==> src/rtl/mc_ctrl.sv <==
// mc_ctrl: multi-cycle control FSM for the MIPS core.
// Sequences FETCH/DECODE/EXEC/MEM/WB for one instruction at a time,
// decodes opcode/funct into datapath enables and selects, stalls on the
// data-memory ready handshake, and keeps retired-instruction and cycle
// counters.
module mc_ctrl #(
    parameter int CNT_W = 32
) (
    input  logic             clk,
    input  logic             reset,
    input  logic [5:0]       opcode,
    input  logic [5:0]       funct,
    input  logic             zero,
    input  logic             dm_ready,
    output logic             pc_we,
    output logic             ir_we,
    output logic             grf_we,
    output logic             dm_we,
    output logic             dm_req,
    output logic [1:0]       npc_sel,
    output logic [2:0]       alu_op,
    output logic             alu_b_sel,
    output logic             ext_op,
    output logic [1:0]       a3_sel,
    output logic [1:0]       wd_sel,
    output logic [2:0]       state,
    output logic             illegal,
    output logic [CNT_W-1:0] instr_cnt,
    output logic [CNT_W-1:0] cycle_cnt
);

    typedef enum logic [2:0] {
        S_FETCH  = 3'd0,
        S_DECODE = 3'd1,
        S_EXEC   = 3'd2,
        S_MEM    = 3'd3,
        S_WB     = 3'd4
    } state_t;

    localparam logic [5:0] OP_RTYPE = 6'b000000;
    localparam logic [5:0] OP_ORI   = 6'b001101;
    localparam logic [5:0] OP_LUI   = 6'b001111;
    localparam logic [5:0] OP_LW    = 6'b100011;
    localparam logic [5:0] OP_SW    = 6'b101011;
    localparam logic [5:0] OP_BEQ   = 6'b000100;
    localparam logic [5:0] OP_J     = 6'b000010;
    localparam logic [5:0] OP_JAL   = 6'b000011;

    localparam logic [5:0] FN_ADDU  = 6'b100001;
    localparam logic [5:0] FN_SUBU  = 6'b100011;
    localparam logic [5:0] FN_JR    = 6'b001000;

    state_t            state_r;
    state_t            next_s;
    logic [CNT_W-1:0]  instr_cnt_r;
    logic [CNT_W-1:0]  cycle_cnt_r;

    logic              pc_we_s;
    logic              ir_we_s;
    logic              grf_we_s;
    logic              dm_we_s;
    logic              dm_req_s;
    logic              illegal_s;
    logic              retire_s;
    logic [1:0]        npc_sel_s;
    logic [2:0]        alu_op_s;
    logic              alu_b_sel_s;
    logic              ext_op_s;
    logic [1:0]        a3_sel_s;
    logic [1:0]        wd_sel_s;

    // Instruction class decode; IR is stable from DECODE until retirement.
    logic is_rtype_s, is_addu_s, is_subu_s, is_jr_s;
    logic is_ori_s, is_lui_s, is_lw_s, is_sw_s, is_beq_s, is_j_s, is_jal_s;
    logic known_op_s, is_illegal_s;

    assign is_rtype_s   = (opcode == OP_RTYPE);
    assign is_addu_s    = is_rtype_s && (funct == FN_ADDU);
    assign is_subu_s    = is_rtype_s && (funct == FN_SUBU);
    assign is_jr_s      = is_rtype_s && (funct == FN_JR);
    assign is_ori_s     = (opcode == OP_ORI);
    assign is_lui_s     = (opcode == OP_LUI);
    assign is_lw_s      = (opcode == OP_LW);
    assign is_sw_s      = (opcode == OP_SW);
    assign is_beq_s     = (opcode == OP_BEQ);
    assign is_j_s       = (opcode == OP_J);
    assign is_jal_s     = (opcode == OP_JAL);
    assign known_op_s   = is_rtype_s || is_ori_s || is_lui_s || is_lw_s ||
                          is_sw_s || is_beq_s || is_j_s || is_jal_s;
    assign is_illegal_s = !known_op_s ||
                          (is_rtype_s && !(is_addu_s || is_subu_s || is_jr_s));

    // Next-state and datapath control decode from current state and IR fields.
    always_comb begin
        next_s      = S_FETCH;
        pc_we_s     = 1'b0;
        ir_we_s     = 1'b0;
        grf_we_s    = 1'b0;
        dm_we_s     = 1'b0;
        dm_req_s    = 1'b0;
        illegal_s   = 1'b0;
        retire_s    = 1'b0;
        npc_sel_s   = 2'd0;
        alu_op_s    = 3'd0;
        alu_b_sel_s = 1'b0;
        ext_op_s    = 1'b0;
        a3_sel_s    = 2'd0;
        wd_sel_s    = 2'd0;
        case (state_r)
            S_FETCH: begin
                ir_we_s   = 1'b1;
                pc_we_s   = 1'b1;
                npc_sel_s = 2'd0;
                next_s    = S_DECODE;
            end
            S_DECODE: begin
                if (is_j_s) begin
                    pc_we_s   = 1'b1;
                    npc_sel_s = 2'd2;
                    retire_s  = 1'b1;
                    next_s    = S_FETCH;
                end else if (is_jal_s) begin
                    pc_we_s   = 1'b1;
                    npc_sel_s = 2'd2;
                    grf_we_s  = 1'b1;
                    a3_sel_s  = 2'd2;
                    wd_sel_s  = 2'd2;
                    retire_s  = 1'b1;
                    next_s    = S_FETCH;
                end else if (is_jr_s) begin
                    pc_we_s   = 1'b1;
                    npc_sel_s = 2'd3;
                    retire_s  = 1'b1;
                    next_s    = S_FETCH;
                end else if (is_illegal_s) begin
                    // Unknown encodings retire as a nop; PC already advanced in FETCH.
                    illegal_s = 1'b1;
                    retire_s  = 1'b1;
                    next_s    = S_FETCH;
                end else begin
                    next_s    = S_EXEC;
                end
            end
            S_EXEC: begin
                if (is_addu_s) begin
                    alu_op_s = 3'd0;
                    next_s   = S_WB;
                end else if (is_subu_s) begin
                    alu_op_s = 3'd1;
                    next_s   = S_WB;
                end else if (is_ori_s) begin
                    alu_op_s    = 3'd2;
                    alu_b_sel_s = 1'b1;
                    ext_op_s    = 1'b0;
                    next_s      = S_WB;
                end else if (is_lui_s) begin
                    alu_op_s    = 3'd3;
                    alu_b_sel_s = 1'b1;
                    next_s      = S_WB;
                end else if (is_lw_s || is_sw_s) begin
                    alu_op_s    = 3'd0;
                    alu_b_sel_s = 1'b1;
                    ext_op_s    = 1'b1;
                    next_s      = S_MEM;
                end else if (is_beq_s) begin
                    alu_op_s = 3'd1;
                    ext_op_s = 1'b1;
                    if (zero) begin
                        pc_we_s   = 1'b1;
                        npc_sel_s = 2'd1;
                    end else begin
                        pc_we_s   = 1'b0;
                        npc_sel_s = 2'd0;
                    end
                    retire_s = 1'b1;
                    next_s   = S_FETCH;
                end else begin
                    // Unreachable with a stable IR; recover to FETCH.
                    next_s = S_FETCH;
                end
            end
            S_MEM: begin
                dm_req_s = 1'b1;
                dm_we_s  = is_sw_s;
                if (!dm_ready) begin
                    next_s = S_MEM;
                end else if (is_sw_s) begin
                    retire_s = 1'b1;
                    next_s   = S_FETCH;
                end else if (is_lw_s) begin
                    next_s = S_WB;
                end else begin
                    next_s = S_FETCH;
                end
            end
            S_WB: begin
                grf_we_s = 1'b1;
                a3_sel_s = is_rtype_s ? 2'd1 : 2'd0;
                wd_sel_s = is_lw_s ? 2'd1 : 2'd0;
                retire_s = 1'b1;
                next_s   = S_FETCH;
            end
            default: begin
                next_s = S_FETCH;
            end
        endcase
    end

    // State register and counters; reset aborts any in-flight instruction.
    always_ff @(posedge clk or negedge reset) begin
        if (!reset) begin
            state_r     <= S_FETCH;
            instr_cnt_r <= {CNT_W{1'b0}};
            cycle_cnt_r <= {CNT_W{1'b0}};
        end else begin
            state_r     <= next_s;
            cycle_cnt_r <= cycle_cnt_r + {{(CNT_W-1){1'b0}}, 1'b1};
            if (retire_s) begin
                instr_cnt_r <= instr_cnt_r + {{(CNT_W-1){1'b0}}, 1'b1};
            end
        end
    end

    // Enables are forced low while reset is held, whatever the state.
    assign pc_we     = reset & pc_we_s;
    assign ir_we     = reset & ir_we_s;
    assign grf_we    = reset & grf_we_s;
    assign dm_we     = reset & dm_we_s;
    assign dm_req    = reset & dm_req_s;
    assign illegal   = reset & illegal_s;
    assign npc_sel   = npc_sel_s;
    assign alu_op    = alu_op_s;
    assign alu_b_sel = alu_b_sel_s;
    assign ext_op    = ext_op_s;
    assign a3_sel    = a3_sel_s;
    assign wd_sel    = wd_sel_s;
    assign state     = state_r;
    assign instr_cnt = instr_cnt_r;
    assign cycle_cnt = cycle_cnt_r;

endmodule

==> config.mk <==
export PLATFORM = sky130hd
export DESIGN_NAME = mc_ctrl
export DESIGN_NICKNAME = d
export VERILOG_FILES = /design/src/rtl/mc_ctrl.sv
export SDC_FILE = /design/constraint.sdc
export NUM_CORES = 1
export LEC_CHECK = 0
export ABC_AREA = 0
export BUFFER_PORTS_ARGS = -buffer_cell sky130_fd_sc_hd__clkbuf_2
export CAP_MARGIN = 10
export CELL_PAD_IN_SITES_DETAIL_PLACEMENT = 0
export CELL_PAD_IN_SITES_GLOBAL_PLACEMENT = 2
export CORE_MARGIN = 2
export CORE_UTILIZATION = 32
export DETAILED_ROUTE_END_ITERATION = 16
export PLACE_DENSITY_LB_ADDON = 0.1
export SLEW_MARGIN = 20
export SYNTH_ARGS = -nofsm -noshare
export SYNTH_HDL_FRONTEND = slang
export SYNTH_SLANG_ARGS = --single-unit
==> constraint.sdc <==
create_clock -name clk -period 4.9 [get_ports clk]
set_input_delay 1.47 -clock clk [delete_from_list [all_inputs] [get_ports clk]]
set_output_delay 1.47 -clock clk [all_outputs]
set_load 0.005 [all_outputs]
---- After elaboration in Yosys (flattened, before gate mapping) ----
Cells that the tools add are included.
storage, ports and cells
  bits in registers ....................... 67
  input bits .............................. 16
  logic and storage cells ................. 127
operators by class
  eq/ne operators ......................... 14
  reduce and logical (&&, ||, !) cells .... 19
  mux-type cells .......................... 83
  bitwise gates (word level) .............. 6
  add/sub/neg operators ................... 2
operators with widths
  kind                                            count
  adder 32 x 1 -> 32 bit (second input constant)  2
  2-to-1 mux 1 bit                                54
  2-to-1 mux 2 bit                                15
  == test 6 bit (second input constant)           4
  2-to-1 mux 3 bit                                7
  == test 6 x 4 -> 1 bit (second input constant)  3
  == test 6 x 2 -> 1 bit (second input constant)  2
  case mux 2 bit (2 select lines)                 3
  case mux 3 bit (4 select lines)                 1
  logical OR 1 bit                                11
  bitwise AND 1 bit                               6
  == test 3 x 2 -> 1 bit (second input constant)  2
  == test 6 x 3 -> 1 bit (second input constant)  1
  logical NOT 6 bit                               1
  logical AND 1 bit                               4
  case mux 1 bit (4 select lines)                 1
  == test 3 x 1 -> 1 bit (second input constant)  1
  == test 3 bit (second input constant)           1
  logical NOT 3 bit                               1
  case mux 1 bit (3 select lines)                 1
  logical NOT 1 bit                               2
  case mux 1 bit (2 select lines)                 1

---- Logic depth before layout (Yosys ltp) ----
Gate-level depths: netlist of the first run.
  depth after elaboration ................. 16
  mapped depth ............................ 8
  depth with buffers taken out ............ 6

---- Worst setup path before layout of the first run ----
No wires, ideal clock.
  kind .................................... input to output
  start ................................... input port opcode[3]
  end ..................................... output port pc_we
  data required time ...................... 3.430 ns
  data arrival time ....................... 2.919 ns
  setup slack ............................. 0.511 ns
  path buffers ............................ 1
  cell stages on the path ................. 7
  cell sequence ........................... buf_6 -> or3_4 -> or4_4 -> nor2_1 -> nor2_1 -> nor2_1 -> o31a_1
between the ends
  longest elaborated chain between the ends .. 9
  elaborated cells on any way between the ends .. 23
ends and longest elaborated chain
  item                                                  RTL line  text
  start: declaration                                    11        input logic [5:0] opcode,
  == test 6 x 3 -> 1 bit (tied with other cells)        85        assign is_beq_s = (opcode == OP_BEQ);
  2-to-1 mux 1 bit or logical OR 1 bit (tied branches)  165, 160
  2-to-1 mux 1 bit                                      160       end else if (is_lw_s || is_sw_s) begin
  2-to-1 mux 1 bit                                      156       end else if (is_lui_s) begin
  2-to-1 mux 1 bit                                      151       end else if (is_ori_s) begin
  2-to-1 mux 1 bit                                      148       end else if (is_subu_s) begin
  2-to-1 mux 1 bit                                      145       if (is_addu_s) begin
  case mux 1 bit (3 select lines) *                     109       case (state_r)
  bitwise AND 1 bit *                                   225       assign pc_we = reset & pc_we_s;
  end: declaration                                      15        output logic pc_we,
Mark *: on every way between the ends. The rest lies on a longest branch, timed or not.

---- Final worst setup path of the first run ----
  start ................................... input port opcode[0]
  end ..................................... output port pc_we
The elaborated chain is that of the path after synthesis.

==> metrics.log, run 1 <==
INFO  metric hold_start = instr_cnt[31]
INFO  metric clockRootBuffer = sky130_fd_sc_hd__clkbuf_8
INFO  metric globalplace.congestion = ~0.74
INFO  metric power.clock.fraction = 0.367
INFO  metric slowest_stage = sky130_fd_sc_hd__or4_4
INFO  metric commonest_non_fill_non_tap_cells_in_the_layout = sky130_fd_sc_hd__clkbuf_2, sky130_fd_sc_hd__dfrtp_1, sky130_fd_sc_hd__xnor2_1, sky130_fd_sc_hd__nor2_1
INFO  metric yosysUniqueCellTypes = 45
INFO  metric globalRoute.totalOverflow = 0
INFO  metric timing.final.crit_share = 0.937
INFO  metric area_delta_synth_final = 24.3%
INFO  metric cp-startpoint = opcode[0]
INFO  metric run_status = completed
INFO  metric layout_cells_sized_above_1 = 0.296
INFO  metric cpMostUsedCell = sky130_fd_sc_hd__nor2_1
INFO  metric fp.coreArea = slightly above 10000 um2
INFO  metric chipWidth = approximately 110 um
INFO  metric power_frac_comb = 0.186
INFO  metric synthCells = around 320
INFO  metric synth-seq-area-share = 0.488
INFO  metric layout.cells.most_common = sky130_fd_sc_hd__clkbuf_2
INFO  metric clock_latency = between 0.3 and 0.4 ns
INFO  metric clkSinkCount = 67
INFO  metric drt-total-wl = roughly 8400 um
INFO  metric report.final.slew_viol_count = 0
INFO  metric initial_utilization = 0.331
INFO  metric timing.critical_path.buf_inv = 2
INFO  metric switching_power = 428 uW
INFO  metric detail_route.drc_violations = 0
INFO  metric critPathCaptureType = output port
INFO  metric iter_0_drt_violations = roughly 110
INFO  metric routed-via-count = between 2000 and 3000
INFO  metric timing.critical_path.required = roughly 3.4 ns
INFO  metric final.min_clock_period = around 4.6 ns
INFO  metric timing.max_cap.violations = 0
INFO  metric grt_antenna_before_repair = 0
INFO  metric grt_start_max_net_pins = between 60 and 70
INFO  metric fin_nets = 439
INFO  metric total_area_of_sequential_cells = ~1700 um2
INFO  metric grtUsageTotal = 0.149
INFO  metric drt.antenna.violating_nets = 0
INFO  metric cts_setup_buffers = 0
INFO  metric rsz0062_at_grt = false
INFO  metric edff_count_synth = 0
INFO  metric finalSetupViolCount = 0
INFO  metric timing.reg2reg.worst_path_depth = 6
INFO  metric buffer_ports.inserted = a little under 100
INFO  metric cp.depth = 8
INFO  metric design.portCount = 100
INFO  metric number_of_global_route_vias_before_repair = between 2000 and 3000
INFO  metric share_seq_of_total_power = 0.447
INFO  metric path_class = input port to output port
INFO  metric setup.reg_to_reg.worst_slack = around 2.5 ns
INFO  metric die_area = between 10000 and 15000 um2
INFO  metric multi_input_area = roughly 1700 um2
INFO  metric timing.slew.headroom = 0.452
INFO  metric holdWs = between 0.4 and 0.5 ns
INFO  metric crit_path_max_fanout = 7
INFO  metric final.setup.tns = 0 ns
INFO  metric finalHoldViolCount = 0
INFO  metric cts_tree = yes
INFO  metric number_of_buffers_inserted_during_clock_tree_synthesis = 9
INFO  metric detailed_place_hpwl = roughly 6000 um
INFO  metric cp_cell_sequence = clkbuf_2, or3_4, or4_4, nor2_1, nor2_1, nor2_1, o31a_1, clkbuf_2
INFO  metric cell_internal_pwr = a little under 1000 uW
INFO  metric first_pass_iters = 4
INFO  metric critical-path-top-delay-family = simple AND/OR/NAND/NOR gates
INFO  metric grt_pass1_wl = 13600 um
INFO  metric maximum_buffer_depth_of_the_clock_tree = 2
INFO  metric timing.clock.skew = roughly 0.018 ns
INFO  metric power.density_cell_area = around 330 nW/um2
INFO  metric cts_hold_repair.buffers = 0
INFO  metric ctsResizeCount = 0
INFO  metric worst_ir_drop_vdd = roughly 0.15 mV
INFO  metric power_switching_share = 0.303
INFO  metric fillers = about 1100
INFO  metric cellLeakagePower = roughly 0.0020 uW
INFO  metric synth.yosys.warnings = 0
INFO  metric netlist_area = between 3000 and 4000 um2
INFO  metric worst-slew-pin-transition = ~0.82 ns
INFO  metric detail_route.vias_per_cell = about 4.9
INFO  metric critical_path.startpoint_type = input port
INFO  metric routedWlPerCell = 14.9 um
INFO  metric placement_rows = 37
INFO  metric clock_edge_transition_at_the_registers_on_the_reported_setup_and_hold_paths = 0.09 ns
INFO  metric cts_h_tree_depth = 3
INFO  metric asyncSetResetFlopFracSynth = 1.00
INFO  metric worst_r2r_startpoint = state[1]
INFO  metric critPathArrivalTime = between 3 and 4 ns
INFO  metric worst_hold_depth = 1
INFO  metric syn_area_per_cell = roughly 11 um2
INFO  metric number_of_antenna_repair_diodes = 0
INFO  metric ys.flop_type = sky130_fd_sc_hd__dfrtp_1
INFO  metric fmax = 0.218 GHz
INFO  metric min-delay-path-class = flip-flop to flip-flop
INFO  metric die_y = 108 um
INFO  metric synthesis.nets = 342
INFO  metric synth-seq-cells = between 60 and 70
INFO  metric crit_path_max_incr_delay = 0.48 ns
[power by group through the flow]
stage	sequential [uW]	clock (uW)	combinational [uW]
after global routing	640	568	296
final	632	520	263
after detailed placement	644	0	266
after CTS	633	537	269
after global placement	644	0	267
after floorplan	629	0	186
[cell type report]
class | instances | share of cell area
Clock buffer | 10 | 0.0322
Tap cell | 136 | 0.0399
Multi-Input combinational cell | 236 | 0.388
Timing Repair Buffer | 102 | 0.123
Inverter | 5 | 0.00440
Clock inverter | 5 | 0.0199
Sequential cell | 67 | 0.393
[path summary, 6_finish.rpt]
check,to
worst max register to register,instr_cnt[1]
worst max-delay path,pc_we
max in group asynchronous,instr_cnt[25]
worst min-delay path,instr_cnt[31]
min in group asynchronous,state[1]
worst min register to register,instr_cnt[31]
[sequential cells by signal, indices dropped and copies added (netlist names)]
register,count
instr_cnt,32
cycle_cnt,32
state,3
[Yosys cell counts (2+ instances only)]
cell type	n	area share
sky130_fd_sc_hd__nand2b_1	2	0.0036
sky130_fd_sc_hd__and3b_1	2	0.0051
sky130_fd_sc_hd__o2111ai_1	18	0.046
sky130_fd_sc_hd__inv_1	5	0.0055
sky130_fd_sc_hd__nor2b_1	5	0.0091
sky130_fd_sc_hd__o31ai_1	2	0.0044
sky130_fd_sc_hd__xnor2_1	54	0.14
sky130_fd_sc_hd__xor2_1	7	0.018
sky130_fd_sc_hd__nor3_1	7	0.010
sky130_fd_sc_hd__and3_1	20	0.036
sky130_fd_sc_hd__o21ai_0	4	0.0058
sky130_fd_sc_hd__or3b_2	2	0.0051
sky130_fd_sc_hd__ha_1	2	0.0073
sky130_fd_sc_hd__clkbuf_1	9	0.0098
sky130_fd_sc_hd__buf_6	3	0.0098
sky130_fd_sc_hd__and4_1	6	0.015
sky130_fd_sc_hd__a21oi_1	6	0.0087
sky130_fd_sc_hd__and2_1	6	0.011
sky130_fd_sc_hd__nand2_1	20	0.022
sky130_fd_sc_hd__dfrtp_1	67	0.49
sky130_fd_sc_hd__nor4b_1	2	0.0051
sky130_fd_sc_hd__o31a_1	2	0.0051
sky130_fd_sc_hd__buf_4	3	0.0066
sky130_fd_sc_hd__nand3_1	17	0.025
sky130_fd_sc_hd__nand4_1	3	0.0055
sky130_fd_sc_hd__o211ai_1	10	0.022
sky130_fd_sc_hd__nor2_1	22	0.024
[routing by layer]
layer	track usage	share of wire	up-vias
met4	0.0385	0.0080	0
met5	0	0	-
met1	0.202	0.45	1336
met3	0.0472	0.056	7
met2	0.230	0.48	60
li1	-	-	1355
[metrics by stage]
step | area, um2 | utilization | cells | setup slack (ns) | power, uW
global placement | 4050 | 0.390 | 546 | 0.325 | 911
floorplan | 3430 | - | 324 | 0.511 | 815
CTS | 4270 | 0.412 | 561 | 0.305 | 1440
global route | 4270 | 0.412 | 561 | 0.176 | 1500
detailed placement | 4050 | 0.390 | 546 | 0.309 | 910
finish | 4270 | 0.412 | 561 | 0.309 | 1420
[cell families (layout without fill, tap and decap cells)]
group | count (synthesis) | after routing | synth area share
AND/OR/NAND/NOR | 122 | 122 | 0.201
flip-flops | 67 | 67 | 0.488
XOR/XNOR | 61 | 61 | 0.156
AO/OA/AOI/OAI | 49 | 49 | 0.111
buffers and inverters | 21 | 122 | 0.0328
adder cells (fa/ha/maj) | 2 | 2 | 0.00729
other | 1 | 1 | 0.00109
multiplexers | 1 | 1 | 0.00328
Note: power is estimated with default switching activity, not from simulation.
==> run 2: changes to the inputs <==
Settings changed: CELL_PAD_IN_SITES_DETAIL_PLACEMENT 0 to unset, CELL_PAD_IN_SITES_GLOBAL_PLACEMENT 2 to unset, CORE_UTILIZATION 32 to 52, PLACE_DENSITY set to 0.8, PLACE_DENSITY_LB_ADDON 0.1 to unset.
==> metrics.log, run 2 (synthesis results as in run 1) <==
INFO  metric fin_nets = 440 (+0.23%)
INFO  metric ctsResizeCount = 0 (unchanged)
INFO  metric die_y = 85.3 um (-21%)
INFO  metric finalSetupViolCount = 0 (unchanged)
INFO  metric clock_latency = 0.33 ns (-0.02 ns)
INFO  metric commonest_non_fill_non_tap_cells_in_the_layout = sky130_fd_sc_hd__clkbuf_2, sky130_fd_sc_hd__dfrtp_1, sky130_fd_sc_hd__xnor2_1, sky130_fd_sc_hd__nor2_1
INFO  metric fillers = 504 (-54%)
INFO  metric routed-via-count = 2836 (+2.8%)
INFO  metric placement_rows = 29 (-22%)
INFO  metric power.density_cell_area = 332 nW/um2 (+0.16%)
INFO  metric clkSinkCount = 67 (unchanged)
INFO  metric cellLeakagePower = 0.00203 uW (+0.38%)
INFO  metric globalplace.congestion = 1.04 (+40%)
INFO  metric first_pass_iters = 4 (unchanged)
INFO  metric crit_path_max_fanout = 7 (unchanged)
INFO  metric layout.cells.most_common = sky130_fd_sc_hd__clkbuf_2
INFO  metric cts_hold_repair.buffers = 0 (unchanged)
INFO  metric worst_ir_drop_vdd = 0.238 mV (+55%)
INFO  metric maximum_buffer_depth_of_the_clock_tree = 2 (unchanged)
INFO  metric final.min_clock_period = 4.70 ns (+0.106 ns)
INFO  metric finish.cell_count_without_fillers = 504 (-10%)
INFO  metric fmax = 0.213 GHz (-2.3%)
INFO  metric crit_path_max_incr_delay = 0.48 ns (about the same)
INFO  metric timing.max_cap.violations = 0 (unchanged)
INFO  metric chipWidth = 85.3 um (-21%)
INFO  metric place_inst = 488 (-11%)
INFO  metric cpMostUsedCell = sky130_fd_sc_hd__clkbuf_2
INFO  metric detailed_place_hpwl = 5710 um (-4.7%)
INFO  metric globalRoute.totalOverflow = 0 (unchanged)
INFO  metric timing.critical_path.buf_inv = 2 (unchanged)
INFO  metric critPathCaptureType = output port
INFO  metric grtUsageTotal = 0.224 (+0.0755)
INFO  metric cp_cell_sequence = clkbuf_2, or3_4, or4_4, o21ai_0, nor3_1, clkbuf_2
INFO  metric critPathArrivalTime = 3.23 ns (+0.11 ns)
INFO  metric cts_setup_buffers = 0 (unchanged)
INFO  metric grt_antenna_before_repair = 0 (unchanged)
INFO  metric rsz0062_at_grt = false
INFO  metric worst-slew-pin-transition = 0.675 ns (-0.148 ns)
INFO  metric min-delay-path-class = flip-flop to flip-flop
INFO  metric grt_start_max_net_pins = 36 (-45%)
INFO  metric fp.coreArea = 6350 um2 (-39%)
INFO  metric path_class = input port to output port
INFO  metric design.portCount = 100 (unchanged)
INFO  metric routedWlPerCell = 15.4 um (+3.3%)
INFO  metric area_delta_synth_final = 22.5%
INFO  metric run_status = completed
INFO  metric iter_0_drt_violations = 162 (+45%)
INFO  metric timing.slew.headroom = 0.547 (+0.0952)
INFO  metric number_of_antenna_repair_diodes = 0 (unchanged)
INFO  metric timing.final.crit_share = 0.958 (+0.0216)
INFO  metric layout_cells_sized_above_1 = 0.297 (+0.000953)
INFO  metric critical-path-top-delay-family = simple AND/OR/NAND/NOR gates
INFO  metric clock_edge_transition_at_the_registers_on_the_reported_setup_and_hold_paths = 0.06 ns (-0.03 ns)
INFO  metric report.final.slew_viol_count = 0 (unchanged)
INFO  metric detail_route.vias_per_cell = 5.63 (+14%)
INFO  metric timing.critical_path.required = 3.43 ns (about the same)
INFO  metric cts_h_tree_depth = 3 (unchanged)
INFO  metric critical_path.startpoint_type = input port
INFO  metric detail_route.drc_violations = 0 (unchanged)
INFO  metric clockRootBuffer = sky130_fd_sc_hd__clkbuf_8
INFO  metric initial_utilization = 0.541 (+0.210)
INFO  metric cts_tree = yes
INFO  metric number_of_global_route_vias_before_repair = 2687 (-0.037%)
INFO  metric number_of_buffers_inserted_during_clock_tree_synthesis = 9 (unchanged)
INFO  metric slowest_stage = sky130_fd_sc_hd__o21ai_0
INFO  metric finalHoldViolCount = 0 (unchanged)
INFO  metric drt.antenna.violating_nets = 0 (unchanged)
INFO  metric final.setup.tns = 0 ns (unchanged)
INFO  metric timing.clock.skew = 0.0104 ns (-0.00715 ns)
INFO  metric buffer_ports.inserted = 98 (unchanged)
INFO  metric drt-total-wl = 7760 um (-7.2%)
INFO  metric die_area = 7270 um2 (-37%)
INFO  metric grt_pass1_wl = 13000 um (-4.4%)
[run 2: worst reg2reg max path: cells and delay by family (launching register included)]
| kind | cells | cell delay (ns) |
|---|---|---|
| simple gates | 4 | 1.24 |
| xor+xnor | 1 | 0.18 |
| flops | 1 | 0.44 |
| compound gates | 1 | 0.26 |
[run 2: where the power goes]
part | switching (uW) | total [uW] | internal [uW]
Combinational | 150 | 251 | 101
Sequential | 48.1 | 633 | 585
Clock | 199 | 513 | 314
[run 2: layout make-up]
cell class	count	area, um2	area share
Tap cell	77	96.3	0.0229
Multi-Input combinational cell	236	1660	0.394
Clock inverter	4	72.6	0.0173
Sequential cell	67	1680	0.399
Inverter	5	18.8	0.00446
Timing Repair Buffer	103	528	0.126
Clock buffer	12	155	0.0369
[run 2: worst paths after layout]
| check | startpoint | endpoint | slack (ns) | cells after the start |
|---|---|---|---|---|
| min in group asynchronous | reset | instr_cnt[9] | 1.12 | 2 |
| hold / removal | cycle_cnt[31] | cycle_cnt[31] | 0.49 | 1 |
| setup reg to reg | instr_cnt[4] | instr_cnt[27] | 2.67 | 6 |
| setup / recovery | opcode[0] | alu_op[1] | 0.20 | 6 |
| hold reg to reg | cycle_cnt[31] | cycle_cnt[31] | 0.49 | 1 |
| max in group asynchronous | reset | cycle_cnt[16] | 3.05 | 3 |
[run 2: layer usage]
layer / vias to the layer above / part of all wire / track usage
met5: - / 0 / 0
met4: 0 / 0.016 / 0.0866
met3: 11 / 0.059 / 0.0496
met2: 98 / 0.46 / 0.350
met1: 1368 / 0.46 / 0.307
li1: 1359 / - / -
[run 2: per-stage QoR]
stage	total power, uW	instance area, um2	utilization	setup slack, ns	hold slack (ns)
after floorplan	815	3430	-	0.511	0.468
after global placement	888	3980	0.626	0.263	0.463
after detailed placement	895	3980	0.626	0.239	0.478
after CTS	1410	4210	0.662	0.238	0.490
after global routing	1470	4210	0.662	0.155	0.512
final	1400	4210	0.662	0.203	0.489
==> run 3: changes to the inputs <==
Settings changed: ABC_AREA 0 to 1, BUFFER_PORTS_ARGS -buffer_cell sky130_fd_sc_hd__clkbuf_2 to unset, CORE_UTILIZATION 52 to 63, DONT_BUFFER_PORTS set to 1, PLACE_DENSITY 0.8 to 0.79.
==> metrics.log, run 3 <==
INFO  metric run_status = completed
INFO  metric drt-total-wl = 10300 um (+33%)
INFO  metric finalSetupViolCount = 0 (unchanged)
INFO  metric buffer_ports.inserted = 0 (-100%)
INFO  metric number_of_antenna_repair_diodes = 0 (unchanged)
INFO  metric crit_path_max_incr_delay = 0.15 ns (-0.33 ns)
INFO  metric ys.flop_type = sky130_fd_sc_hd__dfrtp_1
INFO  metric grt_pass1_wl = 17600 um (+35%)
INFO  metric post-synth-top-area-cell = sky130_fd_sc_hd__dfrtp_1
INFO  metric detail_route.vias_per_cell = 5.83 (+3.7%)
INFO  metric final.setup.tns = 0 ns (unchanged)
INFO  metric number_of_global_route_vias_before_repair = 3758 (+40%)
INFO  metric synthTopCellsByCount = sky130_fd_sc_hd__nand2_1, sky130_fd_sc_hd__nor2_1, sky130_fd_sc_hd__dfrtp_1
INFO  metric globalplace.congestion = 0.911 (-13%)
INFO  metric worst_r2r_startpoint = state[2]
INFO  metric post-synth-top-count-cell = sky130_fd_sc_hd__nand2_1
INFO  metric routedWlPerCell = 15.4 um (about the same)
INFO  metric iter_0_drt_violations = 251 (+55%)
INFO  metric ctsResizeCount = 0 (unchanged)
INFO  metric cts_setup_buffers = 0 (unchanged)
INFO  metric detail_route.drc_violations = 0 (unchanged)
INFO  metric report.final.slew_viol_count = 0 (unchanged)
INFO  metric maximum_buffer_depth_of_the_clock_tree = 2 (unchanged)
INFO  metric routed-via-count = 3908 (+38%)
INFO  metric fin_nets = 606 (+38%)
INFO  metric timing.slew.headroom = 0.494 (-0.0525)
INFO  metric area_delta_synth_final = 6.02%
INFO  metric synth_top_family_by_area = simple AND/OR/NAND/NOR gates
INFO  metric syn_area_per_cell = 7.25 um2 (-32%)
INFO  metric clkSinkCount = 67 (unchanged)
INFO  metric clock_latency = 0.35 ns (+0.02 ns)
INFO  metric placement_rows = 29 (unchanged)
INFO  metric timing.final.crit_share = 0.800 (-0.158)
INFO  metric maxUsedRoutingLayer = met4
INFO  metric synth.area.mux_share = 0 (-0.00328)
INFO  metric setup.worst_path.end = pc_we
INFO  metric cp.depth = 10 (+4)
INFO  metric setup.reg_to_reg.worst_slack = 2.75 ns (+0.08 ns)
INFO  metric initial_utilization = 0.660 (+0.119)
INFO  metric synth_simple_gate_area_frac = 0.398 (+0.197)
INFO  metric layout_cells_sized_above_1 = 0.0540 (-0.243)
INFO  metric timing.clock.skew = 0.0101 ns (-0.000324 ns)
INFO  metric worst_ir_drop_vdd = 0.170 mV (-29%)
INFO  metric synth_compound_area_frac = 0.0135 (-0.0973)
INFO  metric chipWidth = 86.2 um (+1.1%)
INFO  metric synthesis.nets = 606 (+77%)
INFO  metric timing.critical_path.required = 3.43 ns (about the same)
INFO  metric synth-seq-cells = 67 (unchanged)
INFO  metric power.density_cell_area = 312 nW/um2 (-6.2%)
INFO  metric slowest_stage = sky130_fd_sc_hd__nor2_4
INFO  metric crit_path_max_fanout = 6 (-1)
INFO  metric met1Wirelength = 4260 um (+19%)
INFO  metric min-delay-path-class = flip-flop to flip-flop
INFO  metric grt_antenna_before_repair = 0 (unchanged)
INFO  metric endpoint_of_the_lowest_slack_register_to_register_path = instr_cnt[23]
INFO  metric timing.critical_path.buf_inv = 1 (-1)
INFO  metric synth.yosys.warnings = 0 (unchanged)
INFO  metric final_core_utilization = 0.699 (+0.0371)
INFO  metric edff_count_synth = 0 (unchanged)
INFO  metric grt_start_max_net_pins = 70 (+94%)
INFO  metric finalHoldViolCount = 0 (unchanged)
INFO  metric drt.antenna.violating_nets = 0 (unchanged)
INFO  metric worst-slew-pin-transition = 0.753 ns (+0.0781 ns)
INFO  metric first_pass_iters = 5 (+1)
INFO  metric netlist_area = 4260 um2 (+24%)
INFO  metric yosysTopAreaCellShare = 0.394 (-0.0948)
INFO  metric cts_h_tree_depth = 3 (unchanged)
INFO  metric place_ws = 1.01 ns (+0.775 ns)
INFO  metric asyncSetResetFlopFracSynth = 1.00 (unchanged)
INFO  metric clock_edge_transition_at_the_registers_on_the_reported_setup_and_hold_paths = 0.08 ns (+0.02 ns)
INFO  metric critical_path.startpoint_type = input port
INFO  metric clockRootBuffer = sky130_fd_sc_hd__clkbuf_8
INFO  metric critPathCaptureType = output port
INFO  metric layout.cells.most_common = sky130_fd_sc_hd__nand2_1
INFO  metric met3RoutedLength = 807 um (+77%)
INFO  metric timing.max_cap.violations = 0 (unchanged)
INFO  metric cts_tree = yes
INFO  metric die_y = 86.2 um (+1.1%)
INFO  metric timing.reg2reg.worst_path_depth = 5 (-1)
INFO  metric route.met2.wl = 5070 um (+41%)
INFO  metric commonest_non_fill_non_tap_cells_in_the_layout = sky130_fd_sc_hd__nand2_1, sky130_fd_sc_hd__nor2_1, sky130_fd_sc_hd__dfrtp_1, sky130_fd_sc_hd__inv_1, sky130_fd_sc_hd__nand3_1
INFO  metric synth_top_cells_by_area = sky130_fd_sc_hd__dfrtp_1, sky130_fd_sc_hd__nand2_1, sky130_fd_sc_hd__xor2_1, sky130_fd_sc_hd__nor2_1, sky130_fd_sc_hd__nand3_1
INFO  metric detailed_place_hpwl = 7740 um (+35%)
INFO  metric critical-path-top-delay-family = simple AND/OR/NAND/NOR gates
INFO  metric fp.coreArea = 6460 um2 (+1.7%)
INFO  metric synth-seq-area-share = 0.394 (-0.0948)
INFO  metric yosysUniqueCellTypes = 33 (-27%)
INFO  metric critPathArrivalTime = 2.45 ns (-0.78 ns)
INFO  metric synthXorXnorAreaFrac = 0.117 (-0.0384)
INFO  metric globalRoute.totalOverflow = 0 (unchanged)
INFO  metric rsz0062_at_grt = false
INFO  metric cts_hold_repair.buffers = 0 (unchanged)
INFO  metric fmax = 0.255 GHz (+20%)
INFO  metric cpMostUsedCell = sky130_fd_sc_hd__nand2_1
INFO  metric die_area = 7440 um2 (+2.3%)
INFO  metric postLayoutSetupSlackWorst = 0.978 ns (+0.775 ns)
INFO  metric path_class = input port to output port
INFO  metric cellLeakagePower = 0.00220 uW (+8.0%)
INFO  metric synthCells = 588 (+81%)
INFO  metric final.min_clock_period = 3.92 ns (-0.775 ns)
INFO  metric design.portCount = 100 (unchanged)
INFO  metric cp_cell_sequence = nor2_4, nand2_1, nor2_2, nand2_1, nand3_2, nor2_4, nand2_1, nand3_1, nand2_1, inv_1
INFO  metric number_of_buffers_inserted_during_clock_tree_synthesis = 9 (unchanged)
INFO  metric grtUsageTotal = 0.295 (+0.0703)
INFO  metric synth_adder_area_share = 0.00587 (-0.00141)
INFO  metric cp-startpoint = opcode[4]
run 3: cell count changes in the layout (fill, tap and decap cells not counted), moves of 18 or more:
cell                        delta
sky130_fd_sc_hd__xnor2_1      -33
sky130_fd_sc_hd__o2111ai_1    -18
sky130_fd_sc_hd__nand3_1      +38
sky130_fd_sc_hd__nor2_1       +55
sky130_fd_sc_hd__nor3_1       +20
sky130_fd_sc_hd__inv_1        +52
sky130_fd_sc_hd__xor2_1       +29
sky130_fd_sc_hd__nand2_1     +163
sky130_fd_sc_hd__clkbuf_2     -97
sky130_fd_sc_hd__and3_1       -19
run 3: how the worst min path moves through the flow:
stage               endpoint           from  slack (ns)  cells after the start
2_1_floorplan  cycle_cnt[31]  cycle_cnt[31]        0.47                      1
3_3_place_gp   cycle_cnt[31]  cycle_cnt[31]        0.49                      1
3_5_place_dp   cycle_cnt[31]  cycle_cnt[31]        0.50                      1
4_1_cts        cycle_cnt[31]  cycle_cnt[31]        0.51                      1
5_1_grt        cycle_cnt[31]  cycle_cnt[31]        0.54                      1
6_report       cycle_cnt[31]  cycle_cnt[31]        0.51                      1
run 3: layout make-up:
cell class	instances	area (um2)
multi-input cells	452	2280
clock buffers	9	124
flip-flops and latches	67	1680
inverters	58	218
well taps	77	96.3
fillers	545	1940
clock inverters	7	123
run 3: layer usage:
| metal | track usage | vias to the layer above |
|---|---|---|
| met1 | 0.374 | 1855 |
| met5 | 0 | - |
| li1 | - | 1876 |
| met3 | 0.0867 | 20 |
| met2 | 0.491 | 157 |
| met4 | 0.0866 | 0 |
run 3: cell families (layout without fill, tap and decap cells):
kind of cell             after synthesis  in the layout
AO/OA/AOI/OAI                          9              9
buffers and inverters                 69             74
AND/OR/NAND/NOR                      383            383
XOR/XNOR                              57             57
other                                  1              1
adder cells (fa/ha/maj)                2              2
flip-flops                            67             67
run 3: worst register-to-register path: stages (launching register included):
cell,delay [ns]
sky130_fd_sc_hd__dfrtp_1,0.45
sky130_fd_sc_hd__nor3_1,0.65
sky130_fd_sc_hd__nand2_4,0.39
sky130_fd_sc_hd__nand2_4,0.41
sky130_fd_sc_hd__nand2_1,0.13
sky130_fd_sc_hd__nand2_1,0.08
run 3: where the power goes:
part           internal [uW]  total (uW)  switching [uW]
clock                    341         570             229
combinational           54.7         215             160
sequential               578         623            45.5
total                    973        1410             434
run 3: stage by stage:
| step | area (um2) | total power (uW) | hold WS (ns) | cells |
|---|---|---|---|---|
| 6_report | 4520 | 1410 | 0.506 | 670 |
| 5_1_grt | 4520 | 1470 | 0.538 | 670 |
| 4_1_cts | 4520 | 1410 | 0.512 | 670 |
| 3_5_place_dp | 4270 | 847 | 0.500 | 654 |
| 3_3_place_gp | 4270 | 841 | 0.492 | 654 |
| 2_1_floorplan | 4260 | 824 | 0.468 | 588 |
